<file path="src/rtl/fade_pkg.sv">
// Shared types and constants for the fade frame scheduler.
package fade_pkg;

    typedef enum logic [1:0] {
        IDLE  = 2'd0,
        CFG   = 2'd1,
        RUN   = 2'd2,
        DRAIN = 2'd3
    } seq_state_t;

    localparam int CFG_W          = 16;
    localparam int DEFAULT_PERIOD = 1024;

    function automatic logic [CFG_W-1:0] pack_cfg(input logic [9:0] scale, input logic fwd_inv);
        return {5'd0, scale, fwd_inv};
    endfunction

endpackage

</file>
<file path="src/rtl/fade_credit.sv">
// Frames-in-flight tracker between fader start and IFFT frame end.
module fade_credit #(
    parameter int MAX_OUTSTANDING = 2
) (
    input  logic       clk,
    input  logic       reset,
    input  logic       inc,
    input  logic       dec,
    output logic [3:0] count,
    output logic       full,
    output logic       empty,
    output logic       spurious
);
    logic [3:0] count_r;
    logic       dec_ok_s;

    assign empty    = (count_r == 4'd0);
    assign full     = (count_r >= 4'(MAX_OUTSTANDING));
    assign spurious = dec & empty;
    assign dec_ok_s = dec & ~empty;
    assign count    = count_r;

    // A frame end with nothing in flight is ignored here and reported via spurious
    always_ff @(posedge clk or posedge reset) begin
        if (reset) begin
            count_r <= 4'd0;
        end else if (inc && !dec_ok_s) begin
            count_r <= count_r + 4'd1;
        end else if (dec_ok_s && !inc) begin
            count_r <= count_r - 4'd1;
        end else begin
            count_r <= count_r;
        end
    end

endmodule

</file>
<file path="src/rtl/fade_seq.sv">
// Frame scheduler: one-shot IFFT config handshake, periodic fader start with
// in-flight throttling, drain on disable and IFFT framing-error counting.
module fade_seq #(
    parameter int TW              = 25,
    parameter int PW              = 10,
    parameter int MAX_OUTSTANDING = 2,
    parameter int CFG_W           = fade_pkg::CFG_W
) (
    input  logic             clk,
    input  logic             reset,
    input  logic             enable,
    input  logic             reconfig,
    input  logic [PW-1:0]    period,
    input  logic [9:0]       scale,
    input  logic             fwd_inv,
    output logic [CFG_W-1:0] cfg_tdata,
    output logic             cfg_tvalid,
    input  logic             cfg_tready,
    input  logic             out_last,
    input  logic             evt_tlast_unexpected,
    input  logic             evt_tlast_missing,
    output logic             start,
    output logic [TW-1:0]    t_index,
    output logic [3:0]       outstanding,
    output logic [7:0]       err_count,
    output logic [1:0]       state,
    output logic             busy
);
    import fade_pkg::*;

    seq_state_t       state_r;
    logic [PW-1:0]    cnt_r;
    logic [PW-1:0]    reload_s;
    logic [CFG_W-1:0] cfg_tdata_r;
    logic             cfg_tvalid_r;
    logic             start_r;
    logic [TW-1:0]    t_index_r;
    logic [7:0]       err_r;
    logic             fire_s;
    logic             full_s;
    logic             empty_s;
    logic             spurious_s;
    logic [3:0]       outstanding_s;
    logic             err_evt_s;

    fade_credit #(.MAX_OUTSTANDING(MAX_OUTSTANDING)) u_credit (
        .clk      (clk),
        .reset    (reset),
        .inc      (fire_s),
        .dec      (out_last),
        .count    (outstanding_s),
        .full     (full_s),
        .empty    (empty_s),
        .spurious (spurious_s)
    );

    // Periods below 2 behave as 2; the counter runs from period-1 down to 0
    always_comb begin
        reload_s = {PW{1'b0}};
        if (period < PW'(2)) begin
            reload_s = PW'(1);
        end else begin
            reload_s = period - PW'(1);
        end
    end

    // A returning frame frees its slot in the same cycle a deferred start is due
    assign fire_s    = (state_r == RUN) && (cnt_r == {PW{1'b0}}) && (!full_s || out_last);
    assign err_evt_s = evt_tlast_unexpected | evt_tlast_missing | spurious_s;

    // Sequencer state, config handshake, start pulse and timebase
    always_ff @(posedge clk or posedge reset) begin
        if (reset) begin
            state_r      <= CFG;
            cfg_tvalid_r <= 1'b0;
            cfg_tdata_r  <= {CFG_W{1'b0}};
            start_r      <= 1'b0;
            t_index_r    <= {TW{1'b0}};
            cnt_r        <= {PW{1'b0}};
        end else begin
            start_r <= fire_s;
            if (fire_s) begin
                t_index_r <= t_index_r + TW'(1);
            end
            case (state_r)
                CFG: begin
                    if (!cfg_tvalid_r) begin
                        cfg_tvalid_r <= 1'b1;
                        cfg_tdata_r  <= CFG_W'(pack_cfg(scale, fwd_inv));
                    end else if (cfg_tready) begin
                        cfg_tvalid_r <= 1'b0;
                        cnt_r        <= reload_s;
                        state_r      <= enable ? RUN : IDLE;
                    end
                end
                RUN: begin
                    if (!enable) begin
                        state_r <= DRAIN;
                    end
                    if (fire_s) begin
                        cnt_r <= reload_s;
                    end else if (cnt_r != {PW{1'b0}}) begin
                        cnt_r <= cnt_r - PW'(1);
                    end
                end
                DRAIN: begin
                    if (empty_s) begin
                        state_r <= IDLE;
                    end
                end
                IDLE: begin
                    if (reconfig) begin
                        state_r      <= CFG;
                        cfg_tvalid_r <= 1'b1;
                        cfg_tdata_r  <= CFG_W'(pack_cfg(scale, fwd_inv));
                    end else if (enable) begin
                        state_r <= RUN;
                        cnt_r   <= reload_s;
                    end
                end
                default: begin
                    state_r <= CFG;
                end
            endcase
        end
    end

    // Saturating framing-error count, at most one step per cycle
    always_ff @(posedge clk or posedge reset) begin
        if (reset) begin
            err_r <= 8'd0;
        end else if (err_evt_s && (err_r != 8'hFF)) begin
            err_r <= err_r + 8'd1;
        end else begin
            err_r <= err_r;
        end
    end

    assign cfg_tdata   = cfg_tdata_r;
    assign cfg_tvalid  = cfg_tvalid_r;
    assign start       = start_r;
    assign t_index     = t_index_r;
    assign outstanding = outstanding_s;
    assign err_count   = err_r;
    assign state       = state_r;
    assign busy        = (state_r != IDLE);

endmodule
</file>
<file path="config.mk">
export PLATFORM = sky130hd
export DESIGN_NAME = fade_seq
export DESIGN_NICKNAME = d
export VERILOG_FILES = /design/src/rtl/fade_pkg.sv /design/src/rtl/fade_credit.sv /design/src/rtl/fade_seq.sv
export SDC_FILE = /design/constraint.sdc
export NUM_CORES = 1
export LEC_CHECK = 0
export ABC_AREA = 0
export CORE_MARGIN = 4
export CORE_UTILIZATION = 35
export DETAILED_ROUTE_END_ITERATION = 10
export PLACE_DENSITY_LB_ADDON = 0.2
export SYNTH_ARGS = -nofsm -noshare
export SYNTH_HDL_FRONTEND = slang
export SYNTH_SLANG_ARGS = --single-unit
</file>
<file path="constraint.sdc">
create_clock -name clk -period 5.4 [get_ports clk]
set_clock_uncertainty 0.05 [all_clocks]
set_input_delay 0.54 -clock clk [delete_from_list [all_inputs] [get_ports clk]]
set_output_delay 0.54 -clock clk [all_outputs]
set_load 0.02 [all_outputs]
</file>
## Word-level counts from Yosys, hierarchy flattened

Cells that the tools add are included.

- Reductions and logical operators: 21
- Eq/ne operators: 14
- Bitwise gates (word level): 5
- $add $sub $neg: 6
- Order comparisons: 2
- Mux-type cells: 25

Operators with widths:

| operator | count |
|---|---|
| 10-bit 2-to-1 mux | 7 |
| 16-bit 2-to-1 mux | 2 |
| 16-bit one-hot mux with 2 select lines | 1 |
| 10-bit one-hot mux with 3 select lines | 1 |
| 25-bit by 1-bit adder with 25-bit output, second input constant | 1 |
| 10-bit by 1-bit subtractor with 10-bit output, second input constant | 2 |
| 2-bit 2-to-1 mux | 7 |
| 2-bit != test, second input constant | 7 |
| 10-bit zero test | 1 |
| 10-bit by 2-bit < comparator with 1-bit output, second input constant | 1 |
| 10-bit nonzero test | 1 |
| 8-bit by 1-bit adder with 8-bit output, second input constant | 1 |
| 4-bit 2-to-1 mux | 2 |
| 8-bit != test, second input constant | 1 |
| 2-bit one-hot mux with 4 select lines | 1 |
| 6-bit AND reduction | 1 |
| 2-bit nonzero test | 3 |
| 1-bit logical AND | 5 |
| 5-bit AND reduction | 1 |
| 4-bit by 1-bit adder with 4-bit output, second input constant | 1 |
| 2-bit equality test, second input constant | 2 |
| 4-bit by 2-bit >= comparator with 1-bit output, second input constant | 1 |
| 4-bit zero test | 1 |
| 4-bit by 1-bit subtractor with 4-bit output, second input constant | 1 |
| 15 further kinds | 21 |

- Bits in registers: 67
- Input port bits: 29

## Longest topological paths before layout

Gate-level depths: netlist (run 1).

- Word-level depth: 8
- Mapped depth: 13
- Depth with buffers taken out: 13

## Hierarchy

A second synthesis (run 1) with hierarchy kept.

- Cells, all modules: 339
- Area, all modules: 3434.5 µm²

By module, submodules not included:

| module | times used | cells each | area an instance (µm²) | seq. area each (µm²) |
|---|---|---|---|---|
| fade_seq | 1 | 307 | 3105.5 | 1452.6 |
| fade_credit | 1 | 32 | 329.1 | 100.1 |

## Least setup slack after synthesis (run 1)

OpenSTA, ideal clock, no wires.

- Path kind: register to register
- From: register state_r[1], in the netlist state[1]
- To: register u_credit.count_r[3], in the netlist u_credit.count[3]
- Period minus slack after synthesis: 2.588 ns
- Arrival time: 2.405 ns
- Cell stages (with the launch flop): 13
- Data required time: 5.217 ns
- Path slack: 2.812 ns
- Cells stage by stage: dfrtp_1 buf_2 nor2b_1 nand4_1 a21oi_1 ha_1 inv_1 ha_1 a21o_1 a21oi_1 xnor2_1 nor2_1 xor2_1

- Word-level cells in the longest chain between the ends: 6

RTL lines:

| item | line | text |
|---|---|---|
| from (decl) | fade_seq.sv:31 | `seq_state_t state_r;` |
| from (signal assigned) | fade_seq.sv:93 | `state_r <= enable ? RUN : IDLE;` |
| 2-bit equality test (*) | fade_seq.sv:68 | `assign fire_s = (state_r == RUN) && (cnt_r == {PW{1'b0}}) && (!full_s \|\| out_last);` |
| 1-bit logical AND (*) (2 in a row) | fade_seq.sv:68 |  |
| named net fire_s | fade_seq.sv:39 | `logic fire_s;` |
| 1-bit zero test | fade_credit.sv:29 | `end else if (dec_ok_s && !inc) begin` |
| 1-bit logical AND | fade_credit.sv:29 |  |
| 2-bit nonzero test (no source line) | n/a |  |
| to (signal assigned) | fade_credit.sv:28 | `count_r <= count_r + 4'd1;` |
| to (signal assigned) | fade_credit.sv:30 | `count_r <= count_r - 4'd1;` |
| to (signal assigned) | fade_credit.sv:32 | `count_r <= count_r;` |
| to (decl) | fade_credit.sv:14 | `logic [3:0] count_r;` |

Mark *: on every way through the listed nets, which the timed path passes. The rest lies on a longest branch.
A chain may end at the register's enable or synchronous reset.

## Final worst setup path (run 1)

Same ends and word-level chain as after synthesis.

==> out/results.ini, run 1 <==
[clock_tree]
clkLatencyLatePin_ns=0.33
root_buffer=clkbuf_8
cts.repair.resized=0
h-tree-depth=3
cts_tree=yes
cts_made_buffers=9
clk_pin_slew_worst_paths_ns=0.07
cts_hold_buf=0
clockBufferDepth=2
post_cts_buffers=0
cts_num_sinks=62

[yosys]
ys.flop_type=dfrtp_1
synth_seq_cells=62
synth_edf_count=0
seq_area_frac_synth_pct=46.7
yosys_warnings=0
synthArstFlopShare_pct=100
ys_types=58
synth_area_mm2=0.00332
syn_inst=314
avgSynthCellArea_um2=10.6

[timing]
finalMaxSlewViolations=0
worst_hold_slack_ns=0.422
slew_headroom_pct=31.8
fin_ws_ns=2.62
setup_viol=0
post-route-min-period_ns=2.78
setup_tns_ns=0
finalCritPeriodShare_pct=51.5
worst_pin_slew_ns=1.02
rsz0062_at_grt=false
max_clock_freq_mhz=359
finalHoldViolCount=0

[route]
drc=0
first_pass_iters=5
routed-via-count=2676
wl_um=7580
drt-wirelength-per-cell_um=14.3
drtIter0Drc=78
post_drt_via_cell_ratio=5.05
antenna_left=0

[pwr]
power_density_mw_per_mm2=451
total_power_w=0.00199
p_leak_nw=1.77
peakVddDrop_mv=0.262

[global_route]
grt_antenna_before_repair=0
busiest_layer=met2
grt_use_met1_pct=17.9
grt_pass1_vias=2694
met2_usage_pct=23.5
gr-usage-all-layers_pct=14.1
overflow=0
grt_pass1_wl_um=12800
grt_max_degree=63
grtUsageMet3_pct=4.10

[run_status]
status=complete, no violations

[worst_setup_path]
required_ns=5.56
reg2reg_slack_ns=2.62
cp-end-kind=flop
cp_max_fo=11
critPathLaunchType=flop
criticalPathCategory=reg2reg
crit_arrival_ns=2.94

[floorplan]
coreArea_mm2=0.00924
num_io_pins=87
dieArea_mm2=0.0111
die_h_um=105
die_w_um=105
initial_core_util_pct=36.0
rows=35

[placed_design]
gp_congestion=0.770
dp_hpwl_um=5560
io_buffer_count=81
place_ws_ns=2.55

[layout]
area_delta_synth_final_pct=33.0
final_cell_mix=81 x clkdlybuf4s50_1, 61 x dfrtp_1, 31 x xnor2_1
final_common_cell=clkdlybuf4s50_1
final_nets=434
diodes=0
drive_gt1_share_pct=9.98

[run]
maxCapViolations=0

[hold_path]
hold_path.class=reg2reg

-- area by class of cell --
cell class,count,area [um2]
sequential,62,1550
clock inverter,6,62.6
multi-input combinational,227,1640
timing repair buffer,83,826
clock buffer,10,128
inverter,13,48.8
fill,871,4820
tap,129,161
-- final timing paths --
kind,end,cells after the start,start
min in group asynchronous,err_count[7]$_DFFE_PP0P_,3,reset
worst max register to register,u_credit.count[3]$_DFFE_PP0P_,11,state[1]$_DFFE_PP0P_
worst min register to register,t_index[24]$_DFFE_PP0P_,1,t_index[24]$_DFFE_PP0P_
worst min-delay path,t_index[24]$_DFFE_PP0P_,1,t_index[24]$_DFFE_PP0P_
max in group asynchronous,t_index[8]$_DFFE_PP0P_,3,reset
worst max-delay path,u_credit.count[3]$_DFFE_PP0P_,11,state[1]$_DFFE_PP0P_
-- cell families after synthesis --
kind of cell,synth area share (%)
and+or+nand+nor,18.7
DFF,46.7
AOI/OAI and AO/OA,11.0
xor gates and xnor gates,10.0
buffers and inverters,4.52
muxes,5.31
adders and majority gates,3.61
other,0.113
-- metrics by stage --
step | instances | instance area (um2) | util [%]
floorplan | 318 | 3340 | -
detailed placement | 514 | 4230 | 45.8
global route | 530 | 4420 | 47.8
CTS | 530 | 4420 | 47.8
finish | 530 | 4420 | 47.8
global placement | 514 | 4230 | 45.8
-- report_power, final --
part	leakage [nW]	internal, W	total, W	switching (W)
clock	0.0883	0.000211	0.000395	0.000183
combinational	0.900	0.000428	0.000834	0.000406
sequential	0.779	0.000603	0.000764	0.000161
-- critical path: stages (launching register included) --
cell	delay, ns
dfrtp_1	0.51
nor2b_1	0.41
nand4_1	0.20
a21oi_1	0.21
ha_1	0.22
inv_1	0.09
ha_1	0.28
a21o_1	0.18
a21oi_1	0.17
xnor2_1	0.14
nor2_1	0.07
xor2_1	0.14
-- Yosys cell counts (2+ instances only) --
cell	instances	area, um2
dfrtp_1	61	1530
xnor2_1	31	272
nor2_1	23	86.3
nand2_1	17	63.8
nand4_1	15	93.8
inv_1	13	48.8
mux2_2	13	146
nand3_1	11	55.1
nor3_1	9	45.0
ha_1	8	100
a21oi_1	7	35.0
xor2_1	7	61.3
buf_4	6	45.0
nor4_1	6	37.5
o21ai_0	6	30.0
a221o_1	5	50.1
and3_1	5	31.3
and4_1	4	35.0
nor2b_1	4	25.0
o31ai_1	4	30.0
a31oi_1	3	18.8
buf_2	3	15.0
clkbuf_1	3	11.3
mux2i_1	3	30.0
o21bai_1	3	22.5
o22a_1	3	26.3
or3_1	3	18.8
a221oi_1	2	17.5
a41oi_1	2	17.5
buf_1	2	7.51
buf_6	2	22.5
nand3b_1	2	15.0
nand4b_1	2	17.5
nor3_2	2	20.0
-- state kept, by name (all words and copies together), names as in the netlist --
name / flops
err_count: 8
start: 1
cnt_r: 10
cfg_tvalid: 1
t_index: 25
u_credit.count: 4
cfg_tdata: 11
state: 2
-- layer usage --
| layer | part of all wire [%] | wire length (um) |
|---|---|---|
| met5 | 0 | 0 |
| met4 | 0.32 | 24 |
| met3 | 5.3 | 399 |
| met2 | 48 | 3630 |
| met1 | 46 | 3520 |
Note: power is estimated with default switching activity, not from simulation.
==> run 2, diff against run 1 <==
clock period = 2.6 ns   (was 5.4 ns; I/O delays follow)
==> run 2 against run 1 <==
- first-iteration DRC count up 6.4%
- setup slack worse by 2.6 ns
- die area did not move
- critical path depth increased by 2
- combinational power rose by 140%
- clock power is 110% higher
- global-route usage grew 0.31 points
- sequential cell count stayed put
- total power up 120%
- largest power group unchanged
==> out/results.ini, run 2 (same netlist as run 1, synthesis figures left out) <==
[run_status]
status=complete, no violations  ; unchanged

[timing]
finalCritPeriodShare_pct=98.6  ; was 51.5%
setup_tns_ns=0  ; unchanged
finalHoldViolCount=0  ; unchanged
slew_headroom_pct=57.5  ; was 31.8%
worst_pin_slew_ns=0.636  ; was 1.02 ns
post-route-min-period_ns=2.56  ; was 2.78 ns
setup_viol=0  ; unchanged
worst_hold_slack_ns=0.278  ; was 0.422 ns
fin_ws_ns=0.0361  ; was 2.62 ns
max_clock_freq_mhz=390  ; was 359 MHz
finalMaxSlewViolations=0  ; unchanged

[worst_setup_path]
worstReg2RegStart=cnt_r[1]$_DFFE_PP0P_  ; was state[1]$_DFFE_PP0P_
reg2reg_slack_ns=0.04  ; was 2.62 ns
critPathLaunchType=flop  ; unchanged
crit_arrival_ns=2.73  ; was 2.94 ns
path_buf_inv=2  ; was 1
cp_top_family=adder cells  ; was simple AND/OR/NAND/NOR gates
crit_end=u_credit.count[3]$_DFFE_PP0P_  ; unchanged
criticalPathCategory=reg2reg  ; unchanged
required_ns=2.77  ; was 5.56 ns
crit_chain=inv_2, ha_4, nor4b_4, nand4_1, a21oi_2, ha_2, inv_1, ha_1, a21o_1, a21oi_2, xnor2_1, nor2_1, xor2_1  ; was nor2b_1, nand4_1, a21oi_1, ha_1, inv_1, ha_1, a21o_1, a21oi_1, xnor2_1, nor2_1, xor2_1
cp_max_fo=3  ; was 11
cp-end-kind=flop  ; unchanged
cp.depth=13  ; was 11
slowest_stage=dfrtp_1  ; unchanged
cp-startpoint=cnt_r[1]$_DFFE_PP0P_  ; was state[1]$_DFFE_PP0P_
crit_top_cell=a21oi_2
r2r_end=u_credit.count[3]$_DFFE_PP0P_  ; unchanged
max_stage_delay_ns=0.41  ; was 0.51 ns
ff2ff_path_depth=13  ; was 11

[floorplan]
rows=35  ; unchanged
die_h_um=105  ; unchanged
dieArea_mm2=0.0111  ; unchanged
die_w_um=105  ; unchanged
num_io_pins=87  ; unchanged
initial_core_util_pct=36.0  ; unchanged
coreArea_mm2=0.00924  ; unchanged

[pwr]
pwr-share-comb_pct=46.3  ; was 41.9%
clkPwrFrac_pct=18.8  ; was 19.8%
peakVddDrop_mv=0.416  ; was 0.262 mV
power_frac_seq_pct=34.9  ; was 38.3%
power_density_mw_per_mm2=941  ; was 451 mW/mm2
p_leak_nw=1.89  ; was 1.77 nW
internal-power_w=0.00275  ; was 0.00124 W
swShare_pct=37.3  ; was 37.7%
switchingPower_w=0.00163  ; was 0.000750 W
total_power_w=0.00438  ; was 0.00199 W

[placed_design]
post-place-cells=533  ; was 514
io_buffer_count=81  ; unchanged
dp_hpwl_um=5600  ; was 5560 um
place_ws_ns=-0.0638  ; was 2.55 ns
gp_congestion=0.815  ; was 0.770

[global_route]
overflow=0  ; unchanged
grtUsageMet3_pct=3.61  ; was 4.10%
busiest_layer=met2  ; unchanged
grt_pass1_wl_um=13100  ; was 12800 um
met2_usage_pct=23.0  ; was 23.5%
grt_use_met1_pct=18.5  ; was 17.9%
grt_pass1_vias=2706  ; was 2694
gr-usage-all-layers_pct=14.5  ; was 14.1%
grt_antenna_before_repair=0  ; unchanged
grt_max_degree=36  ; was 63

[clock_tree]
clkLatencyLatePin_ns=0.34  ; was 0.33 ns
clockBufferDepth=2  ; unchanged
h-tree-depth=3  ; unchanged
cts_made_buffers=9  ; unchanged
cts_tree=yes  ; unchanged
clk_pin_slew_worst_paths_ns=0.07  ; about the same
cts_num_sinks=62  ; unchanged
root_buffer=clkbuf_8  ; unchanged

[layout]
multiInputGateArea_mm2=0.00168  ; was 0.00164 mm2
final_nets=456  ; was 434
drive_gt1_share_pct=16.5  ; was 9.98%
final_common_cell=clkdlybuf4s50_1  ; unchanged
final_cell_mix=81 x clkdlybuf4s50_1, 61 x dfrtp_1, 31 x xnor2_1  ; unchanged
diodes=0  ; unchanged
largest_reg_flops=25  ; unchanged
fillCellCount=879  ; was 871
fin_cells=552  ; was 530
regArea_mm2=0.00155  ; unchanged
area_delta_synth_final_pct=40.0  ; was 33.0%

[route]
antenna_left=0  ; unchanged
first_pass_iters=4  ; was 5
routed-via-count=2717  ; was 2676
wl_um=7580  ; about the same
drc=0  ; unchanged
drtIter0Drc=83  ; was 78
drt-wirelength-per-cell_um=13.7  ; was 14.3 um
post_drt_via_cell_ratio=4.92  ; was 5.05

[hold_path]
hold_path.class=in2async  ; was reg2reg

[run]
maxCapViolations=0  ; unchanged

==> run 2: changes by cell type in the layout (fill, tap and decap cells not counted), moves of 2 or more <==
cell and delta:
buf_4 +20, a21oi_1 -2, a21oi_2 +2, buf_12 +2, ha_1 -2, inv_1 -2
inv_2 +2
==> run 2: cell type report <==
cell class / count / area share, %
clock buffers: 10 / 2.74
well taps: 129 / 3.47
clock inverters: 6 / 1.34
multi-input cells: 227 / 36.2
inverters: 13 / 1.05
repair buffers: 105 / 21.8
flip-flops and latches: 62 / 33.4
==> run 2: layer usage <==
layer | wire (um) | vias up
li1 | - | 1344
met1 | 3480 | 1294
met2 | 3580 | 66
met3 | 377 | 13
met4 | 144 | 0
met5 | 0 | -
==> run 2: worst min-delay path by stage <==
stage,endpoint,slack (ns),cells after the start
floorplan,state[1]$_DFFE_PP0P_,0.35,1
global placement,t_index[24]$_DFFE_PP0P_,0.41,1
detailed placement,t_index[24]$_DFFE_PP0P_,0.42,1
CTS,err_count[6]$_DFFE_PP0P_,0.29,2
global route,err_count[6]$_DFFE_PP0P_,0.31,2
finish,err_count[7]$_DFFE_PP0P_,0.28,2
==> run 2: repair_timing <==
item,CTS,global route
pin swaps,0,1
hold buffers,0,0
buffers inserted,0,3
gates resized for setup,2,8
endpoints found under the setup margin,1,5
gates cloned,0,0
==> run 2: power by group through the flow <==
| stage | Sequential (W) | Clock (W) | Combinational, W |
|---|---|---|---|
| CTS | 0.00152 | 0.000853 | 0.00199 |
| floorplan | 0.00174 | 0 | 0.000949 |
| detailed placement | 0.00153 | 0 | 0.00198 |
| global placement | 0.00152 | 0 | 0.00195 |
| finish | 0.00153 | 0.000822 | 0.00203 |
| global route | 0.00159 | 0.000896 | 0.00221 |
==> run 2: per-stage QoR <==
| step | util, % | cell area, um2 |
|---|---|---|
| 2_1_floorplan | - | 3340 |
| 3_3_place_gp | 47.6 | 4400 |
| 3_5_place_dp | 47.6 | 4400 |
| 4_1_cts | 49.7 | 4600 |
| 5_1_grt | 50.3 | 4650 |
| 6_report | 50.3 | 4650 |
==> run 3, diff against run 2 <==
==> constraint.sdc (replaced) <==
create_clock -name clk -period 2.6 [get_ports clk]
set_clock_uncertainty 0.05 [all_clocks]
set_input_delay 0.52 -clock clk [delete_from_list [all_inputs] [get_ports clk]]
set_output_delay 0.52 -clock clk [all_outputs]
set_load 0.02 [all_outputs]
==> run 3 against run 2 <==
- cell count is 1.1% higher
- hold slack improved by 0.14 ns
- setup slack improved by 0.092 ns
- total power about the same
- sequential share of layout area fell by 0.28 points
- maximum frequency rose by 3.7%
- first-iteration DRC count grew 19%
- critical path type unchanged
- critical endpoint is now cnt_r[8]$_DFFE_PP0P_
- largest cell class unchanged
- highest routed layer unchanged
==> out/results.ini, run 3 (same netlist as run 1, synthesis figures left out) <==
[timing]
worst_hold_slack_ns=0.421  ; was 0.278 ns
finalMaxSlewViolations=0  ; unchanged
finalCritPeriodShare_pct=95.1  ; was 98.6%
slew_headroom_pct=65.9  ; was 57.5%
finalHoldViolCount=0  ; unchanged
post-route-min-period_ns=2.47  ; was 2.56 ns
setup_tns_ns=0  ; unchanged
max_clock_freq_mhz=405  ; was 390 MHz
fin_ws_ns=0.129  ; was 0.0361 ns
worst_pin_slew_ns=0.510  ; was 0.636 ns
setup_viol=0  ; unchanged

[layout]
fillCellCount=826  ; was 879
area_delta_synth_final_pct=41.2  ; was 40.0%
fin_cells=558  ; was 552
final_nets=462  ; was 456
largest_reg_flops=25  ; unchanged
diodes=0  ; unchanged
final_common_cell=clkdlybuf4s50_1  ; unchanged
drive_gt1_share_pct=17.5  ; was 16.5%
final_cell_mix=81 x clkdlybuf4s50_1, 61 x dfrtp_1, 31 x xnor2_1  ; unchanged

[pwr]
peakVddDrop_mv=0.510  ; was 0.416 mV
pwr-share-comb_pct=46.5  ; was 46.3%
swShare_pct=36.9  ; was 37.3%
power_density_mw_per_mm2=933  ; was 941 mW/mm2
p_leak_nw=1.91  ; was 1.89 nW
switchingPower_w=0.00161  ; was 0.00163 W
internal-power_w=0.00276  ; was 0.00275 W
power_frac_seq_pct=34.9  ; about the same
clkPwrFrac_pct=18.7  ; was 18.8%

[global_route]
grt_pass1_wl_um=12700  ; was 13100 um
grtUsageMet3_pct=4.29  ; was 3.61%
grt_max_degree=42  ; was 36
grt_pass1_vias=2705  ; was 2706
met2_usage_pct=23.2  ; was 23.0%
gr-usage-all-layers_pct=14.0  ; was 14.5%
grt_antenna_before_repair=0  ; unchanged
overflow=0  ; unchanged
busiest_layer=met2  ; unchanged
grt_use_met1_pct=17.7  ; was 18.5%

[route]
drt-wirelength-per-cell_um=13.3  ; was 13.7 um
drc=0  ; unchanged
drtIter0Drc=99  ; was 83
first_pass_iters=4  ; unchanged
wl_um=7450  ; was 7580 um
antenna_left=0  ; unchanged
routed-via-count=2738  ; was 2717
post_drt_via_cell_ratio=4.91  ; was 4.92

[clock_tree]
h-tree-depth=3  ; unchanged
clockBufferDepth=2  ; unchanged
cts_made_buffers=9  ; unchanged
cts_tree=yes  ; unchanged
cts_num_sinks=62  ; unchanged
clkLatencyLatePin_ns=0.33  ; was 0.34 ns
clk_pin_slew_worst_paths_ns=0.07  ; about the same
cts_hold_buf=0  ; unchanged
root_buffer=clkbuf_8  ; unchanged

[floorplan]
coreArea_mm2=0.00924  ; unchanged
die_w_um=105  ; unchanged
num_io_pins=87  ; unchanged
dieArea_mm2=0.0111  ; unchanged
initial_core_util_pct=36.0  ; unchanged
die_h_um=105  ; unchanged
rows=35  ; unchanged

[run]
maxCapViolations=0  ; unchanged

[worst_setup_path]
required_ns=2.77  ; about the same
cp-end-kind=flop  ; unchanged
critPathLaunchType=flop  ; unchanged
criticalPathCategory=reg2reg  ; unchanged
reg2reg_slack_ns=0.13  ; was 0.04 ns
cp_max_fo=6  ; was 3
cp-startpoint=cnt_r[1]$_DFFE_PP0P_  ; unchanged
worstReg2RegStart=cnt_r[1]$_DFFE_PP0P_  ; unchanged
crit_arrival_ns=2.64  ; was 2.73 ns
ff2ff_path_depth=7  ; was 13

[hold_path]
hold_path.class=reg2reg  ; was in2async
worstHoldStart=t_index[24]$_DFFE_PP0P_
hold-path-cell-count=1

[placed_design]
dp_hpwl_um=5560  ; was 5600 um
io_buffer_count=81  ; unchanged
gp_congestion=0.797  ; was 0.815
place_ws_ns=-0.0160  ; was -0.0638 ns
post-place-cells=539  ; was 533

[run_status]
status=complete, no violations  ; unchanged

## run 3: changes by cell type in the layout (fill, tap and decap cells not counted)
cell / delta
nor3_2: -1
nor3_1: +1
buf_4: +6
## run 3: worst paths after layout
kind / end
max: cnt_r[8]$_DFFE_PP0P_
min: t_index[24]$_DFFE_PP0P_
max reg2reg: cnt_r[8]$_DFFE_PP0P_
min reg2reg: t_index[24]$_DFFE_PP0P_
max in group asynchronous: t_index[9]$_DFFE_PP0P_
min in group asynchronous: cnt_r[9]$_DFFE_PP0P_
## run 3: area by class of cell
class,count,area [um2],area share (%)
sequential,62,1550,33.1
timing repair buffer,111,1060,22.6
tap,129,161,3.44
inverter,13,48.8,1.04
clock buffer,10,128,2.72
clock inverter,6,62.6,1.33
multi-input combinational,227,1680,35.8
## run 3: stage by stage
| stage | utilization (%) | power, W | cell area (um2) |
|---|---|---|---|
| after global placement | 48.1 | 0.00351 | 4440 |
| after floorplan | - | 0.00269 | 3340 |
| after global routing | 50.8 | 0.00467 | 4690 |
| after CTS | 50.3 | 0.00438 | 4650 |
| after detailed placement | 48.1 | 0.00353 | 4440 |
| final | 50.8 | 0.00438 | 4690 |
## run 3: layer usage
metal  vias to the layer above  wire length, um
met1                      1315             3440
met5                         -                0
met3                         7              438
met4                         0               52
met2                        64             3520
li1                       1352                -
## run 3: critical path, cell delays in order, from the launching register on
cell and delay [ns]:
dfrtp_1 0.40, inv_2 0.10, ha_4 0.13, or4bb_1 0.55
a2111o_1 0.42, nand2_1 0.24, o21bai_1 0.12, a221o_1 0.35
## run 3: repair_timing
item	in CTS	in global routing
pin swaps	1	4
gates resized for setup	2	7
setup endpoints to repair	1	2
setup buffers	1	2
## run 3: power by group through the flow
stage          sequential [W]  clock, W  combinational [W]
5_1_grt               0.00158  0.000882            0.00221
3_5_place_dp          0.00153         0            0.00200
2_1_floorplan         0.00174         0           0.000949
3_3_place_gp          0.00152         0            0.00199
6_report              0.00153  0.000817            0.00203
4_1_cts               0.00152  0.000850            0.00201
